`src/rtl/uart_rx_byte.sv`:
```
// 8N1 UART receiver: synchronizes rxd, samples each bit at mid-period and pushes good bytes to a FIFO.
// Frames with a bad stop bit, or arriving while the FIFO is full, are dropped and flagged (sticky).
module uart_rx_byte #(
    parameter int unsigned CLKS_PER_BIT = 868,
    parameter int unsigned SYNC_STAGES  = 2
) (
    input  logic       clk,
    input  logic       rst_n,
    input  logic       rxd,
    output logic [7:0] wr_d,
    output logic       wr_en,
    input  logic       wr_full,
    output logic       busy,
    output logic       frame_err,
    output logic       overrun,
    input  logic       err_clr
);

    localparam int unsigned CNT_W   = (CLKS_PER_BIT > 1) ? $clog2(CLKS_PER_BIT) : 1;
    localparam int unsigned HALF_M1 = CLKS_PER_BIT / 2 - 1;
    localparam int unsigned FULL_M1 = CLKS_PER_BIT - 1;

    typedef enum logic [1:0] {
        S_IDLE,
        S_START,
        S_DATA,
        S_STOP
    } state_t;

    state_t                 r_state;
    logic [SYNC_STAGES-1:0] r_sync;
    logic                   r_rx_prev;
    logic [CNT_W-1:0]       r_cnt;
    logic [2:0]             r_idx;
    logic [7:0]             r_shift;
    logic [7:0]             r_wr_d;
    logic                   r_wr_en;
    logic                   r_busy;
    logic                   r_frame_err;
    logic                   r_overrun;

    logic w_rx_s;
    logic w_fall;
    logic w_half_bit;
    logic w_full_bit;
    logic w_stop_sample;
    logic w_set_fe;
    logic w_set_ov;

    assign w_rx_s        = r_sync[SYNC_STAGES-1];
    assign w_fall        = r_rx_prev & ~w_rx_s;
    assign w_half_bit    = (r_cnt == CNT_W'(HALF_M1));
    assign w_full_bit    = (r_cnt == CNT_W'(FULL_M1));
    assign w_stop_sample = (r_state == S_STOP) && w_full_bit;
    assign w_set_fe      = w_stop_sample & ~w_rx_s;
    assign w_set_ov      = w_stop_sample & w_rx_s & wr_full;

    assign wr_d      = r_wr_d;
    assign wr_en     = r_wr_en;
    assign busy      = r_busy;
    assign frame_err = r_frame_err;
    assign overrun   = r_overrun;

    // Synchronizer resets to the idle (high) line level so reset release never looks like a start edge.
    always_ff @(posedge clk or negedge rst_n) begin
        if (!rst_n) begin
            r_sync    <= '1;
            r_rx_prev <= 1'b1;
        end else begin
            r_sync    <= {r_sync[SYNC_STAGES-2:0], rxd};
            r_rx_prev <= w_rx_s;
        end
    end

    // Frame FSM with registered push strobe and busy.
    always_ff @(posedge clk or negedge rst_n) begin
        if (!rst_n) begin
            r_state <= S_IDLE;
            r_cnt   <= '0;
            r_idx   <= '0;
            r_shift <= '0;
            r_wr_d  <= '0;
            r_wr_en <= 1'b0;
            r_busy  <= 1'b0;
        end else begin
            r_wr_en <= 1'b0;
            case (r_state)
                S_IDLE: begin
                    r_cnt <= '0;
                    if (w_fall) begin
                        r_state <= S_START;
                        r_busy  <= 1'b1;
                    end
                end
                S_START: begin
                    if (w_half_bit) begin
                        r_cnt <= '0;
                        if (w_rx_s) begin
                            r_state <= S_IDLE;
                            r_busy  <= 1'b0;
                        end else begin
                            r_state <= S_DATA;
                            r_idx   <= '0;
                        end
                    end else begin
                        r_cnt <= r_cnt + CNT_W'(1);
                    end
                end
                S_DATA: begin
                    if (w_full_bit) begin
                        r_cnt          <= '0;
                        r_shift[r_idx] <= w_rx_s;
                        if (r_idx == 3'd7) begin
                            r_state <= S_STOP;
                        end else begin
                            r_idx <= r_idx + 3'd1;
                        end
                    end else begin
                        r_cnt <= r_cnt + CNT_W'(1);
                    end
                end
                S_STOP: begin
                    if (w_full_bit) begin
                        // Leave at mid-stop-bit so a back-to-back start edge is not missed.
                        r_cnt   <= '0;
                        r_state <= S_IDLE;
                        r_busy  <= 1'b0;
                        if (w_rx_s && !wr_full) begin
                            r_wr_en <= 1'b1;
                            r_wr_d  <= r_shift;
                        end
                    end else begin
                        r_cnt <= r_cnt + CNT_W'(1);
                    end
                end
                default: begin
                    r_state <= S_IDLE;
                    r_cnt   <= '0;
                    r_busy  <= 1'b0;
                end
            endcase
        end
    end

    // Sticky error flags; a set event wins over a simultaneous clear.
    always_ff @(posedge clk or negedge rst_n) begin
        if (!rst_n) begin
            r_frame_err <= 1'b0;
            r_overrun   <= 1'b0;
        end else begin
            if (w_set_fe) begin
                r_frame_err <= 1'b1;
            end else if (err_clr) begin
                r_frame_err <= 1'b0;
            end
            if (w_set_ov) begin
                r_overrun <= 1'b1;
            end else if (err_clr) begin
                r_overrun <= 1'b0;
            end
        end
    end

endmodule
```
`config.mk`:
```
export PLATFORM = sky130hd
export DESIGN_NAME = uart_rx_byte
export DESIGN_NICKNAME = d
export VERILOG_FILES = /design/src/rtl/uart_rx_byte.sv
export SDC_FILE = /design/constraint.sdc
export NUM_CORES = 1
export LEC_CHECK = 0
export CORE_MARGIN = 3
export CORE_UTILIZATION = 35
export DETAILED_ROUTE_END_ITERATION = 10
export PLACE_DENSITY_LB_ADDON = 0.08
export SYNTH_ARGS = -nofsm -noshare
export SYNTH_HDL_FRONTEND = slang
export SYNTH_SLANG_ARGS = --single-unit
```
`constraint.sdc`:
```
create_clock -name clk -period 2.05 [get_ports clk]
set_clock_uncertainty 0.1 [all_clocks]
set_input_delay 0.3075 -clock clk [delete_from_list [all_inputs] [get_ports clk]]
set_output_delay 0.3075 -clock clk [all_outputs]
set_load 0.03 [all_outputs]
```
# --- After elaboration in Yosys (flattened, before gate mapping) ---
# Cells that the tools add are included.
word_totals:
  reg_bits: 38
  latchBits: 0
  mem_bits_rw: 0
  mem_bits_ro: 0
  inputBits: 5
  output_inout_bits: 12
  mem_count: 0
classes:
  addsub: 2
  n_mul: 0
  div_mod_pow: 0
  order_cmp: 2
  eq_ne: 14
  shifts: 0
  muxes: 29
  bitwise: 5
  n_reduce_logical: 15
op_table:
  columns: ["op", "n"]
  rows:
  - ["10-bit case mux with 3 select lines", 1]
  - ["10-bit two-way mux", 2]
  - ["2-bit inequality test (second input constant)", 8]
  - ["5-bit AND reduction", 3]
  - ["2-bit two-way mux", 6]
  - ["3-bit two-way mux", 4]
  - ["1-bit two-way mux", 11]
  - ["10-bit by 1-bit adder with 10-bit output (second input constant)", 1]
  - ["10-bit == test (second input constant)", 1]
  - ["10-bit by 9-bit == test with 1-bit output (second input constant)", 1]
  - ["8-bit bitwise mux", 1]
  - ["2-bit case mux with 4 select lines", 1]
  - ["3-bit case mux with 2 select lines", 1]
  - ["2-bit nonzero test", 3]
  - ["1-bit AND", 4]
  - ["2-bit == test (second input constant)", 2]
  - ["3-bit by 4-bit < comparator with 1-bit output (second input constant)", 1]
  - ["3-bit by 1-bit adder with 3-bit output (second input constant)", 1]
  - ["1-bit demux with 3-bit select", 1]
  - ["3-bit == test (second input constant)", 1]
  - ["3-bit by 1-bit greater-or-equal comparator with 1-bit output (second input constant)", 1]
  - ["1-bit logical AND", 3]
  - ["1-bit case mux with 3 select lines", 1]
  - ["3-bit AND reduction", 1]
  - ["other kinds (7)", 7]

# --- Logic depth before layout (Yosys ltp) ---
depth:
  word_depth: 5
  mapped_depth: 6

# --- Least setup slack after synthesis ---
# Ideal clock, no wire load.
synth_path:
  path_kind: "register -> register"
  start: "register r_cnt[0]"
  end: "register r_wr_d[0], in the netlist wr_d[0]"
  setup_ps: 125
  arrival_ps: 1746
  slack_ps: 79
  stages_incl_launch_ff: 6
  n_path_buf: 0
  period_less_slack_ps: 1971
  cell_sequence: "dfrtp_1 > ha_1 > and4bb_2 > nand4_4 > nor3_4 > mux2_2"
synth_via:
  elab_chain_len: 2
synth_lines:
  columns: ["element", "line_no", "text"]
  rows:
  - ["start, declared", "33", "logic [CNT_W-1:0] r_cnt;"]
  - ["start signal, assigned", "106", "r_cnt <= r_cnt + CNT_W'(1);"]
  - ["start signal, assigned", "119", "r_cnt <= r_cnt + CNT_W'(1);"]
  - ["start signal, assigned", "133", "r_cnt <= r_cnt + CNT_W'(1);"]
  - ["10-bit == test", "53", "assign w_full_bit = (r_cnt == CNT_W'(FULL_M1));"]
  - ["3-bit AND reduction (no line)", null, null]
  - ["end signal, assigned", "130", "r_wr_d <= r_shift;"]
  - ["end, declared", "36", "logic [7:0] r_wr_d;"]
# Every way passes these cells.
# A chain may end at the register's enable or synchronous reset.

# --- Worst setup path in the final report ---
layout_path:
  start: "register r_cnt[1]"
  end: "register r_wr_d[2], in the netlist wr_d[2]"
# The elaborated chain is that of the path after synthesis.

==> impl_metrics.ini <==
[sta]
min_period_ns = 1.94
slew_headroom = 0.683
final-hold-violation-count = 0
slew_viol_final = 0
tns_ns = 0
setup_viol = 0
tightest_slew_ns = 0.475
period_share = 0.946
rsz0062_at_grt = yes
fmax_ghz = 0.515

[power_and_ir_drop]
power_frac_comb = 0.166
power.leakage_nw = 1.02
peakVddDrop_mv = 0.578
power_switching_uw = 521
p_seq_frac = 0.453
p_int_mw = 1.48
p_per_area_nw_per_um2 = 894
p_clk_frac = 0.381
switching_share = 0.260

[clock_tree]
clock_sinks = 38
clockBufferDepth = 2
numCtsBuffers = 5
cts_tree = built
clk_pin_slew_ns = 0.08
cts_htree_levels = 2
clk-insertion-delay-late_ns = 0.29
root_buffer = clkbuf_8

[cells_and_area]
layout_commonest_cell = dfrtp_1
mostFrequentLayoutCells = 35 x dfrtp_1, 17 x mux2_2, 15 x nor2_1, 15 x clkdlybuf4s50_1, 13 x buf_4
diodes = 0
nNetsFinal = 185
drive_gt1_frac = 0.316
area_delta_synth_final_pct = 29.3
final_area_sq_um = 2240

[hold_path]
hold_class = flip-flop to flip-flop
min_path_cells = 0

[detailed_routing]
wl_per_cell_microns = 14.0
drtAntennaViolNets = 0
postRouteWirelength_microns = 3380
drt-vias-per-instance = 4.93
num_vias = 1192
first_pass_iters = 4
drt_iter0_markers = 83
drc = 0

[setup_path]
cp_top_family = simple AND/OR/NAND/NOR gates
criticalPathCategory = flip-flop to flip-flop
path_depth = 6
crit_required_ns = 2.13
cp_data_arrival_time_ns = 2.02
critical_path.max_fanout = 9
crit_chain = ha_1 > and4bb_2 > nand4_4 > nor3_4 > buf_12 > mux2_2
cp_num_buf_inv = 1
startpoint_type = flip-flop
r2r_cells = 6
cp_slowest_cell = dfrtp_1
critPathMaxStageDelay_ns = 0.39
end_kind = flip-flop

[die]
start_util = 0.380
rows = 24
io_pins = 17
fp.dieW_microns = 76.4
chipHeight_microns = 76.4
core-area_sq_um = 4560
die_area_sq_um = 5830

[place]
hpwl_microns = 2410
routabilityCongestion = 0.786
dpl_cell_area_sq_um = 2060
portBuffers = 16

[yosys]
synth_warnings = 0
avgSynthCellArea_sq_um = 12.2
seq_area_frac_synth = 0.551
synth_edf_count = 0
syn_area_sq_um = 1730
async_reset_ff_frac = 1.00
ys.flop_type = dfrtp_1
synth_cells = 142
synth_nets = 151
ys_ff_latch = 38
ys_types = 34

[flow_run]
drv_cap = 0

[run_status]
outcome = finished clean

[global_route]
grt_max_degree = 39
grt_pass1_vias = 1178
grt_pass1_wl_microns = 5920
track_usage = 0.130
antenna_found_initial = 0
overflow = 0
registers in the layout (all words and copies together) (netlist names), named ones only:
name,count
frame_err,1
overrun,1
r_state,1
r_idx,3
r_shift,8
wr_en,1
busy,1
wr_d,8
r_sync,2
r_cnt,10
r_rx_prev,1
path summary, 6_finish.rpt:
check	start	slack, ns	endpoint
worst max-delay path	r_cnt[1]	0.11	wr_d[2]
worst min-delay path	r_sync[0]	0.26	r_sync[1]
worst max register to register	r_cnt[1]	0.11	wr_d[2]
worst min register to register	r_sync[0]	0.26	r_sync[1]
max in group asynchronous	rst_n	1.00	r_sync[0]
min in group asynchronous	rst_n	0.49	r_state[0]
stage by stage:
stage | utilization | setup slack (ns) | hold slack, ns | cells | total power, mW
detailed placement | 0.452 | 0.0830 | 0.248 | 232 | 1.26
floorplan | - | 0.0794 | -0.0881 | 142 | 1.10
finish | 0.491 | 0.110 | 0.259 | 242 | 2.00
global route | 0.491 | -0.0148 | 0.262 | 242 | 2.11
global placement | 0.452 | 0.116 | 0.246 | 232 | 1.24
CTS | 0.484 | 0.0658 | 0.259 | 241 | 2.03
layout make-up:
cell class / count / area [sq um]
well taps: 65 / 81.3
repair buffers: 31 / 283
clock inverters: 3 / 68.8
clock buffers: 5 / 68.8
flip-flops and latches: 38 / 955
multi-input cells: 94 / 762
fillers: 415 / 2320
inverters: 6 / 22.5
synth_stat cells, types with 3 or more instances:
cell / instances / area share
nor2_1: 15 / 0.032
nand3_1: 4 / 0.012
a31oi_1: 3 / 0.011
xnor2_1: 3 / 0.015
nor4_1: 4 / 0.014
dfrtp_1: 35 / 0.51
dfstp_2: 3 / 0.045
xor2_1: 4 / 0.020
inv_1: 6 / 0.013
nor3_1: 4 / 0.012
nand2_1: 7 / 0.015
and4_1: 3 / 0.015
a22o_1: 3 / 0.015
mux2_2: 17 / 0.11
ha_1: 4 / 0.029
metal layers:
metal	wire [microns]	vias up	global-route usage
met1	1780	584	0.186
met5	0	-	0
li1	-	586	-
met4	65	0	0.0707
met2	1440	17	0.178
met3	105	5	0.0355
what timing repair did:
action / CTS / global route
hold endpoints to repair: 35 / 0
buffers inserted: 0 / 1
gates resized for setup: 0 / 4
hold buffers: 1 / 0
setup endpoints to repair: 0 / 13
logic make-up after synthesis:
logic type	share of synthesized area
xor+xnor	0.0354
fa+ha+maj	0.0289
compound gates	0.0607
mux	0.110
flops	0.551
simple gates	0.191
buf+inv	0.0231
power groups by stage:
stage | combinational [mW] | clock (mW) | sequential, mW
2_1_floorplan | 0.178 | 0 | 0.919
3_3_place_gp | 0.327 | 0 | 0.917
3_5_place_dp | 0.334 | 0 | 0.922
4_1_cts | 0.336 | 0.783 | 0.907
5_1_grt | 0.378 | 0.818 | 0.920
6_report | 0.332 | 0.763 | 0.908
(Power assumes the default switching activity.)
